### src/rtl/axil_cmd_master_if.sv
// AXI4-Lite bus bundle between a master and a slave.
// Latency: none, wires only.
// Backpressure: carries the standard per-channel valid/ready pairs unchanged.
// Ports: AW (awaddr, awprot, awvalid, awready), W (wdata, wstrb, wvalid, wready),
//        B (bresp, bvalid, bready), AR (araddr, arprot, arvalid, arready),
//        R (rdata, rresp, rvalid, rready); modports master and slave.
interface axil_cmd_master_if #(
  parameter int DATA_WIDTH = 32,
  parameter int ADDR_WIDTH = 32
);
  localparam int STRB_WIDTH = DATA_WIDTH / 8;

  logic [ADDR_WIDTH-1:0] awaddr;
  logic [2:0]            awprot;
  logic                  awvalid;
  logic                  awready;
  logic [DATA_WIDTH-1:0] wdata;
  logic [STRB_WIDTH-1:0] wstrb;
  logic                  wvalid;
  logic                  wready;
  logic [1:0]            bresp;
  logic                  bvalid;
  logic                  bready;
  logic [ADDR_WIDTH-1:0] araddr;
  logic [2:0]            arprot;
  logic                  arvalid;
  logic                  arready;
  logic [DATA_WIDTH-1:0] rdata;
  logic [1:0]            rresp;
  logic                  rvalid;
  logic                  rready;

  modport master (
    output awaddr, awprot, awvalid, input awready,
    output wdata, wstrb, wvalid, input wready,
    input  bresp, bvalid, output bready,
    output araddr, arprot, arvalid, input arready,
    input  rdata, rresp, rvalid, output rready
  );

  modport slave (
    input  awaddr, awprot, awvalid, output awready,
    input  wdata, wstrb, wvalid, output wready,
    output bresp, bvalid, input bready,
    input  araddr, arprot, arvalid, output arready,
    output rdata, rresp, rvalid, input rready
  );
endinterface

### src/rtl/axil_cmd_master.sv
// Single-outstanding AXI4-Lite master driven by a cmd stream, results on a rsp stream.
// Latency: cmd handshake at edge N -> AXI valids in N+1 -> rsp_valid in N+3 (zero-wait slave).
// Backpressure: one-entry response register; while it is full bready/rready stay low.
// Ports: clk, rst (sync, active high); cmd_* request stream; rsp_* response stream;
//        busy (not idle); m_axil AXI4-Lite master port.
module axil_cmd_master #(
  parameter int         DATA_WIDTH = 32,
  parameter int         ADDR_WIDTH = 32,
  parameter int         STRB_WIDTH = DATA_WIDTH / 8,
  parameter logic [2:0] AXI_PROT   = 3'b000
) (
  input  logic                  clk,
  input  logic                  rst,
  input  logic                  cmd_valid,
  output logic                  cmd_ready,
  input  logic                  cmd_write,
  input  logic [ADDR_WIDTH-1:0] cmd_addr,
  input  logic [DATA_WIDTH-1:0] cmd_wdata,
  input  logic [STRB_WIDTH-1:0] cmd_wstrb,
  output logic                  rsp_valid,
  input  logic                  rsp_ready,
  output logic                  rsp_write,
  output logic [1:0]            rsp_resp,
  output logic [DATA_WIDTH-1:0] rsp_rdata,
  output logic                  busy,
  axil_cmd_master_if.master     m_axil
);

  typedef enum logic [2:0] {IDLE, WR_REQ, WR_RSP, RD_REQ, RD_RSP} state_t;

  state_t                state, state_d;
  logic                  aw_pend, aw_pend_d;
  logic                  w_pend, w_pend_d;
  logic                  bready_c, rready_c;
  logic                  cmd_hs, b_hs, r_hs;
  logic [ADDR_WIDTH-1:0] addr_q;
  logic [DATA_WIDTH-1:0] wdata_q;
  logic [STRB_WIDTH-1:0] wstrb_q;

  always_ff @(posedge clk) begin
    if (rst) begin
      state   <= IDLE;
      aw_pend <= 1'b0;
      w_pend  <= 1'b0;
    end else begin
      state   <= state_d;
      aw_pend <= aw_pend_d;
      w_pend  <= w_pend_d;
    end
  end

  // awvalid/wvalid are the registered pending flags, so AXI valids never
  // depend combinationally on any input.
  always_comb begin
    state_d   = state;
    aw_pend_d = aw_pend;
    w_pend_d  = w_pend;
    cmd_ready = 1'b0;
    bready_c  = 1'b0;
    rready_c  = 1'b0;
    case (state)
      IDLE: begin
        cmd_ready = !rst;
        if (cmd_valid && !rst) begin
          if (cmd_write) begin
            state_d   = WR_REQ;
            aw_pend_d = 1'b1;
            w_pend_d  = 1'b1;
          end else begin
            state_d = RD_REQ;
          end
        end
      end
      WR_REQ: begin
        // AW and W retire independently; leave once neither is pending.
        if (m_axil.awready) aw_pend_d = 1'b0;
        if (m_axil.wready)  w_pend_d  = 1'b0;
        if (!aw_pend_d && !w_pend_d) state_d = WR_RSP;
      end
      WR_RSP: begin
        bready_c = !rsp_valid;
        if (m_axil.bvalid && !rsp_valid) state_d = IDLE;
      end
      RD_REQ: begin
        if (m_axil.arready) state_d = RD_RSP;
      end
      RD_RSP: begin
        rready_c = !rsp_valid;
        if (m_axil.rvalid && !rsp_valid) state_d = IDLE;
      end
      default: state_d = IDLE;
    endcase
  end

  assign cmd_hs = cmd_valid && cmd_ready;
  assign b_hs   = m_axil.bvalid && bready_c;
  assign r_hs   = m_axil.rvalid && rready_c;

  always_ff @(posedge clk) begin
    if (rst) begin
      addr_q  <= '0;
      wdata_q <= '0;
      wstrb_q <= '0;
    end else if (cmd_hs) begin
      addr_q  <= cmd_addr;
      wdata_q <= cmd_wdata;
      wstrb_q <= cmd_wstrb;
    end
  end

  // bready/rready are gated by !rsp_valid, so a capture never collides with
  // an unconsumed response.
  always_ff @(posedge clk) begin
    if (rst) begin
      rsp_valid <= 1'b0;
      rsp_write <= 1'b0;
      rsp_resp  <= 2'b00;
      rsp_rdata <= '0;
    end else begin
      if (rsp_valid && rsp_ready) rsp_valid <= 1'b0;
      if (b_hs) begin
        rsp_valid <= 1'b1;
        rsp_write <= 1'b1;
        rsp_resp  <= m_axil.bresp;
        rsp_rdata <= '0;
      end else if (r_hs) begin
        rsp_valid <= 1'b1;
        rsp_write <= 1'b0;
        rsp_resp  <= m_axil.rresp;
        rsp_rdata <= m_axil.rdata;
      end
    end
  end

  assign m_axil.awaddr  = addr_q;
  assign m_axil.awprot  = AXI_PROT;
  assign m_axil.awvalid = aw_pend;
  assign m_axil.wdata   = wdata_q;
  assign m_axil.wstrb   = wstrb_q;
  assign m_axil.wvalid  = w_pend;
  assign m_axil.bready  = bready_c;
  assign m_axil.araddr  = addr_q;
  assign m_axil.arprot  = AXI_PROT;
  assign m_axil.arvalid = (state == RD_REQ);
  assign m_axil.rready  = rready_c;
  assign busy           = (state != IDLE);

endmodule

### src/flat_wrapper.sv
// flat-port wrapper written by rule: the top's interface ports become plain ports
module axil_cmd_master_flat 
#(
  parameter int         DATA_WIDTH = 32,
  parameter int         ADDR_WIDTH = 32,
  parameter int         STRB_WIDTH = DATA_WIDTH / 8,
  parameter logic [2:0] AXI_PROT   = 3'b000
)
  (clk, rst, cmd_valid, cmd_ready, cmd_write, cmd_addr, cmd_wdata, cmd_wstrb, rsp_valid, rsp_ready, rsp_write, rsp_resp, rsp_rdata, busy, m_axil_awaddr, m_axil_awprot, m_axil_awvalid, m_axil_awready, m_axil_wdata, m_axil_wstrb, m_axil_wvalid, m_axil_wready, m_axil_bresp, m_axil_bvalid, m_axil_bready, m_axil_araddr, m_axil_arprot, m_axil_arvalid, m_axil_arready, m_axil_rdata, m_axil_rresp, m_axil_rvalid, m_axil_rready);
  axil_cmd_master_if #(.DATA_WIDTH(DATA_WIDTH), .ADDR_WIDTH(ADDR_WIDTH)) m_axil_i ();
  input  logic clk;
  input  logic rst;
  input  logic cmd_valid;
  output logic cmd_ready;
  input  logic cmd_write;
  input  logic [ADDR_WIDTH-1:0] cmd_addr;
  input  logic [DATA_WIDTH-1:0] cmd_wdata;
  input  logic [STRB_WIDTH-1:0] cmd_wstrb;
  output logic rsp_valid;
  input  logic rsp_ready;
  output logic rsp_write;
  output logic [1:0] rsp_resp;
  output logic [DATA_WIDTH-1:0] rsp_rdata;
  output logic busy;
  output wire logic [$bits(m_axil_i.awaddr)-1:0] m_axil_awaddr;
  output wire logic [$bits(m_axil_i.awprot)-1:0] m_axil_awprot;
  output wire logic [$bits(m_axil_i.awvalid)-1:0] m_axil_awvalid;
  input wire logic [$bits(m_axil_i.awready)-1:0] m_axil_awready;
  output wire logic [$bits(m_axil_i.wdata)-1:0] m_axil_wdata;
  output wire logic [$bits(m_axil_i.wstrb)-1:0] m_axil_wstrb;
  output wire logic [$bits(m_axil_i.wvalid)-1:0] m_axil_wvalid;
  input wire logic [$bits(m_axil_i.wready)-1:0] m_axil_wready;
  input wire logic [$bits(m_axil_i.bresp)-1:0] m_axil_bresp;
  input wire logic [$bits(m_axil_i.bvalid)-1:0] m_axil_bvalid;
  output wire logic [$bits(m_axil_i.bready)-1:0] m_axil_bready;
  output wire logic [$bits(m_axil_i.araddr)-1:0] m_axil_araddr;
  output wire logic [$bits(m_axil_i.arprot)-1:0] m_axil_arprot;
  output wire logic [$bits(m_axil_i.arvalid)-1:0] m_axil_arvalid;
  input wire logic [$bits(m_axil_i.arready)-1:0] m_axil_arready;
  input wire logic [$bits(m_axil_i.rdata)-1:0] m_axil_rdata;
  input wire logic [$bits(m_axil_i.rresp)-1:0] m_axil_rresp;
  input wire logic [$bits(m_axil_i.rvalid)-1:0] m_axil_rvalid;
  output wire logic [$bits(m_axil_i.rready)-1:0] m_axil_rready;
  assign m_axil_awaddr = m_axil_i.awaddr;
  assign m_axil_awprot = m_axil_i.awprot;
  assign m_axil_awvalid = m_axil_i.awvalid;
  assign m_axil_i.awready = m_axil_awready;
  assign m_axil_wdata = m_axil_i.wdata;
  assign m_axil_wstrb = m_axil_i.wstrb;
  assign m_axil_wvalid = m_axil_i.wvalid;
  assign m_axil_i.wready = m_axil_wready;
  assign m_axil_i.bresp = m_axil_bresp;
  assign m_axil_i.bvalid = m_axil_bvalid;
  assign m_axil_bready = m_axil_i.bready;
  assign m_axil_araddr = m_axil_i.araddr;
  assign m_axil_arprot = m_axil_i.arprot;
  assign m_axil_arvalid = m_axil_i.arvalid;
  assign m_axil_i.arready = m_axil_arready;
  assign m_axil_i.rdata = m_axil_rdata;
  assign m_axil_i.rresp = m_axil_rresp;
  assign m_axil_i.rvalid = m_axil_rvalid;
  assign m_axil_rready = m_axil_i.rready;
  axil_cmd_master #(.DATA_WIDTH(DATA_WIDTH), .ADDR_WIDTH(ADDR_WIDTH), .STRB_WIDTH(STRB_WIDTH), .AXI_PROT(AXI_PROT)) u_core (.clk(clk), .rst(rst), .cmd_valid(cmd_valid), .cmd_ready(cmd_ready), .cmd_write(cmd_write), .cmd_addr(cmd_addr), .cmd_wdata(cmd_wdata), .cmd_wstrb(cmd_wstrb), .rsp_valid(rsp_valid), .rsp_ready(rsp_ready), .rsp_write(rsp_write), .rsp_resp(rsp_resp), .rsp_rdata(rsp_rdata), .busy(busy), .m_axil(m_axil_i));
endmodule
### config.mk
export PLATFORM = sky130hd
export DESIGN_NAME = axil_cmd_master_flat
export DESIGN_NICKNAME = d
export VERILOG_FILES = /design/src/rtl/axil_cmd_master_if.sv /design/src/rtl/axil_cmd_master.sv /design/src/flat_wrapper.sv
export SDC_FILE = /design/constraint.sdc
export NUM_CORES = 1
export LEC_CHECK = 0
export BUFFER_PORTS_ARGS = -buffer_cell sky130_fd_sc_hd__buf_2
export CAP_MARGIN = 20
export CORE_AREA = 2 2 103 105
export CTS_BUF_LIST = sky130_fd_sc_hd__clkbuf_8
export DETAILED_ROUTE_END_ITERATION = 8
export DIE_AREA = 0 0 105 107
export GPL_ROUTABILITY_DRIVEN = 1
export GPL_TIMING_DRIVEN = 0
export PLACE_DENSITY = 0.79
export SYNTH_ARGS = -nofsm -noshare
export SYNTH_HDL_FRONTEND = slang
export SYNTH_SLANG_ARGS = --single-unit
### constraint.sdc
create_clock -name clk -period 3.49 [get_ports clk]
set_input_delay 0.5235 -clock clk [delete_from_list [all_inputs] [get_ports clk]]
set_output_delay 0.5235 -clock clk [all_outputs]
set_load 0.01 [all_outputs]
### After elaboration in Yosys (flattened, before gate mapping)

Cells that the tools add are included.

* ROM bits: 0
* RAM bits: 0
* latch bits: 0
* logic and storage cells: 65
* memories kept: 0
* bits in registers: 109

* multiplexer cells: 25
* bitwise operators: 0
* divide/modulo/power cells: 0
* shift-type cells: 0
* magnitude comparators: 0
* $mul: 0
* $add $sub $neg: 0
* equality and inequality tests: 10
* reductions and logical operators: 20

Operator list (number)
* $mux 3: 5
* $pmux 3 s5: 1
* $mux 1: 14
* $ne 2x1->1 const B: 5
* $logic_and 1x1->1: 8
* $eq 3x2->1 const B: 2
* $mux 2: 3
* $reduce_bool 3->1: 2
* $reduce_and 5->1: 1
* $logic_not 1->1: 4
* $pmux 1 s2: 2
* $reduce_bool 2->1: 2
* $eq 3x1->1 const B: 1
* $eq 3x3->1 const B: 1
* $logic_not 3->1: 1
* $reduce_and 3->1: 1
* $ne 2x2->1 const B: 1
* $reduce_or 2->1: 1

### Logic depth before layout (Yosys ltp)

* word-level depth: 6
* depth in mapped cells: 7

### Least setup slack after synthesis

Ideal clock, no wire load.

* path kind: input-to-output
* from: input port rst
* to: output port cmd_ready
* data required time: 2.967 ns
* arrival: 1.118 ns
* path slack: 1.849 ns
* stages on the path: 3
* path through: clkbuf_1 > clkbuf_1 > nor2_1

* word-level cells in the longest chain between the ends: 2

Ends and longest elaborated chain
* start: declaration: line flat_wrapper.sv:12 `input logic rst;`
* $logic_not 1->1: line axil_cmd_master.sv:63 `cmd_ready = !rst;`
* $mux 1: line axil_cmd_master.sv:61 `case (state)`
* end: declaration: line flat_wrapper.sv:14 `output logic cmd_ready;`

Every way passes these cells.

### Worst setup path in the final report

Same ends and word-level chain as after synthesis.

==> metrics.txt <==
# TYPE chip_impl_metric gauge
chip_impl_info{name="run_status",value="finished clean"} 1
chip_impl_metric{name="hpwl",unit="um"} 9270
chip_impl_metric{name="syn_inst",unit=""} 536
chip_impl_metric{name="n_antenna_cell",unit=""} 0
chip_impl_metric{name="num-nets-final",unit=""} 921
chip_impl_metric{name="p_leak",unit="nW"} 2.94
chip_impl_metric{name="max_freq",unit="GHz"} 0.488
chip_impl_metric{name="drt_iter0_drc",unit=""} 153
chip_impl_metric{name="start_util",unit="%"} 41.8
chip_impl_metric{name="post-route-period-util",unit="%"} 58.7
chip_impl_info{name="post-synth-top-count-cell",value="sky130_fd_sc_hd__nand2_1"} 1
chip_impl_metric{name="vdd.ir_drop.worst",unit="V"} 0.000230
chip_impl_metric{name="post_synth_arst_share",unit="%"} 0
chip_impl_metric{name="hold_ws",unit="ns"} 0.377
chip_impl_info{name="list_of_most_frequent_post_synthesis_cells",value="sky130_fd_sc_hd__nand2_1, sky130_fd_sc_hd__dfxtp_1, sky130_fd_sc_hd__a21oi_1"} 1
chip_impl_info{name="end_kind",value="output port"} 1
chip_impl_metric{name="hold_fix_buffers_cts",unit=""} 0
chip_impl_metric{name="timing_hold_violations_final",unit=""} 0
chip_impl_metric{name="tritoncts_num_sinks",unit=""} 109
chip_impl_metric{name="post_drt_via_cell_ratio",unit=""} 4.58
chip_impl_metric{name="globalRouteTotalUtil",unit="%"} 20.7
chip_impl_metric{name="setup_viol",unit=""} 0
chip_impl_metric{name="worst-slew-pin-transition",unit="ns"} 0.569
chip_impl_metric{name="postCtsSetupBuffers",unit=""} 0
chip_impl_metric{name="cts-buffers-inserted",unit=""} 9
chip_impl_info{name="synth_top_area_cell",value="sky130_fd_sc_hd__dfxtp_1"} 1
chip_impl_metric{name="vias",unit=""} 4339
chip_impl_info{name="synthTopCellsByArea",value="sky130_fd_sc_hd__dfxtp_1, sky130_fd_sc_hd__nand2_1, sky130_fd_sc_hd__a21oi_1, sky130_fd_sc_hd__buf_4, sky130_fd_sc_hd__buf_2"} 1
chip_impl_metric{name="p_total",unit="mW"} 2.58
chip_impl_metric{name="register_area",unit="um2"} 2180
chip_impl_metric{name="synth-seq-cells",unit=""} 109
chip_impl_metric{name="setup_tns",unit="ns"} 0
chip_impl_info{name="classification_of_the_worst_slack_hold_path",value="primary input to flip-flop"} 1
chip_impl_metric{name="netlist_area",unit="um2"} 4220
chip_impl_metric{name="cts-htree-levels",unit=""} 3
chip_impl_metric{name="grt_antenna_before_repair",unit=""} 0
chip_impl_metric{name="detail_route_antenna_nets",unit=""} 0
chip_impl_metric{name="drc",unit=""} 0
chip_impl_metric{name="wl_per_cell",unit="um"} 12.5
chip_impl_metric{name="grt_pass1_vias",unit=""} 4038
chip_impl_metric{name="path_clk_slew",unit="ns"} 0.10
chip_impl_info{name="rsz0062_at_grt",value="false"} 1
chip_impl_metric{name="drtPass1Iterations",unit=""} 5
chip_impl_metric{name="row_count",unit=""} 37
chip_impl_info{name="clock-root-buffer",value="sky130_fd_sc_hd__clkbuf_8"} 1
chip_impl_metric{name="slew_violations",unit=""} 0
chip_impl_metric{name="routabilityCongestion",unit=""} 0.780
chip_impl_metric{name="post_route_core_utilization",unit="%"} 58.2
chip_impl_metric{name="critical_path_required",unit="ns"} 2.97
chip_impl_metric{name="synth_largest_type_area_fraction",unit="%"} 51.7
chip_impl_info{name="cts_tree",value="built"} 1
chip_impl_metric{name="routed_wl",unit="um"} 11900
chip_impl_metric{name="max-cap-violations",unit=""} 0
chip_impl_metric{name="cts_repair_resize_count",unit=""} 0
chip_impl_metric{name="die_x",unit="um"} 105
chip_impl_metric{name="worst-endpoint-arrival",unit="ns"} 1.53
chip_impl_metric{name="multi_input_comb_area",unit="um2"} 1580
chip_impl_metric{name="ys_seq_area_share",unit="%"} 51.7
chip_impl_metric{name="power.density_cell_area",unit="nW/um2"} 438
chip_impl_metric{name="io_buffers",unit=""} 255
chip_impl_metric{name="overflow",unit=""} 0
chip_impl_info{name="start_kind",value="primary input"} 1
chip_impl_metric{name="synthDistinctLibCells",unit=""} 31
chip_impl_metric{name="finalWorstPathRequiredPeriod",unit="ns"} 2.05
chip_impl_metric{name="maximum_number_of_pins_on_one_net_before_global_route_repair",unit=""} 18
chip_impl_metric{name="grt_first_pass_wirelength",unit="um"} 18800
chip_impl_metric{name="drive_gt1_share",unit="%"} 41.3
chip_impl_metric{name="worstPathMaxFanout",unit=""} 10
chip_impl_metric{name="finClkSkew",unit="ns"} 0.0112
chip_impl_metric{name="synth_warnings",unit=""} 0
chip_impl_metric{name="num_io_pins",unit=""} 263
chip_impl_metric{name="clock_path_buffers",unit=""} 2
chip_impl_metric{name="core_area",unit="um2"} 10100
chip_impl_metric{name="max_slew_margin",unit="%"} 62.1
chip_impl_metric{name="filler_cell_count",unit=""} 988
chip_impl_info{name="synth_flop_cell",value="sky130_fd_sc_hd__dfxtp_1"} 1
chip_impl_metric{name="die-area",unit="um2"} 11200
chip_impl_metric{name="synth_edf_count",unit=""} 0
chip_impl_metric{name="area_growth_syn_to_layout",unit="%"} 39.1
chip_impl_metric{name="clock_insertion_delay_worst_skew",unit="ns"} 0.37
chip_impl_info{name="critPathKind",value="primary input to output port"} 1
chip_impl_metric{name="syn_avg_cell_area",unit="um2"} 7.88
chip_impl_metric{name="fp.dieH",unit="um"} 107
[cell usage in the layout, fill, tap and decap left out, types with 2 or more instances in the layout]
| cell | count |
|---|---|
| sky130_fd_sc_hd__nor2b_1 | 2 |
| sky130_fd_sc_hd__a21oi_1 | 103 |
| sky130_fd_sc_hd__a311oi_1 | 2 |
| sky130_fd_sc_hd__dfxtp_1 | 109 |
| sky130_fd_sc_hd__and2_1 | 2 |
| sky130_fd_sc_hd__nor3_1 | 2 |
| sky130_fd_sc_hd__a211oi_1 | 2 |
| sky130_fd_sc_hd__clkinv_4 | 2 |
| sky130_fd_sc_hd__conb_1 | 6 |
| sky130_fd_sc_hd__nor2_1 | 4 |
| sky130_fd_sc_hd__buf_2 | 267 |
| sky130_fd_sc_hd__nand2_1 | 213 |
| sky130_fd_sc_hd__clkinvlp_4 | 2 |
| sky130_fd_sc_hd__buf_4 | 46 |
| sky130_fd_sc_hd__clkbuf_8 | 11 |
| sky130_fd_sc_hd__nand2b_1 | 2 |
| sky130_fd_sc_hd__inv_1 | 5 |
| sky130_fd_sc_hd__clkbuf_1 | 16 |
[final timing paths]
path	slack [ns]	startpoint	to	cells past startpoint
worst max register to register	1.86	u_core.state[0]	u_core.m_axil.araddr[9]	6
worst max-delay path	1.44	rst	cmd_ready	4
worst min-delay path	0.38	cmd_wstrb[2]	u_core.m_axil.wstrb[2]	3
worst min register to register	0.45	u_core.m_axil.wdata[8]	u_core.m_axil.wdata[8]	2
[area by class of cell]
type	instances	share of cell area [%]
clock buffers	11	2.58
clock inverters	5	0.618
flip-flops and latches	109	37.1
plain buffers	74	7.92
inverters	4	0.256
repair buffers	255	21.7
well taps	136	2.90
multi-input cells	354	26.9
[per-stage QoR]
step / instance area, um2 / setup slack [ns] / std cells
6_report: 5880 / 1.44 / 948
5_1_grt: 5880 / 1.34 / 948
4_1_cts: 5880 / 1.40 / 948
3_5_place_dp: 5690 / 1.41 / 932
3_3_place_gp: 5690 / 1.42 / 932
2_1_floorplan: 4240 / 1.85 / 541
[power by group]
group          leakage (nW)  internal, mW  switching [mW]
clock                0.0929         0.299           0.424
sequential            0.889          1.31          0.0442
combinational          1.96         0.223           0.270
total                  2.94          1.84           0.738
[layer usage]
metal	routed length [um]	vias up	share of wire [%]	track usage (%)
li1	-	2218	-	-
met1	4750	1924	40	23.2
met2	5840	178	49	35.9
met3	1110	19	9.3	7.60
met4	184	0	1.5	7.43
met5	0	-	0	0
[logic make-up (layout without fill, tap and decap cells)]
kind of cell / after synthesis / after routing / synth area share, %
mux: 2 / 2 / 0.504
compound gates: 112 / 112 / 13.9
flops: 109 / 109 / 51.7
other cells: 1 / 6 / 0.0888
xor+xnor: 1 / 1 / 0.207
buf+inv: 78 / 349 / 11.4
simple gates: 233 / 233 / 22.3
[state kept, by name, summed over array words and instances (netlist names)]
name and cells:
u_core.rsp_write 1, u_core.rsp_valid 1, u_core.rsp_rdata 32, u_core.m_axil.araddr 32, u_core.state 3, u_core.m_axil.awvalid 1, u_core.rsp_resp 2, u_core.m_axil.wvalid 1
u_core.m_axil.wdata 32, u_core.m_axil.wstrb 4
[worst max-delay path, cell delays in order]
cell	delay (ns)
sky130_fd_sc_hd__clkbuf_1	0.26
sky130_fd_sc_hd__clkbuf_1	0.49
sky130_fd_sc_hd__nor2_1	0.09
sky130_fd_sc_hd__buf_2	0.16
(Power assumes the default switching activity.)
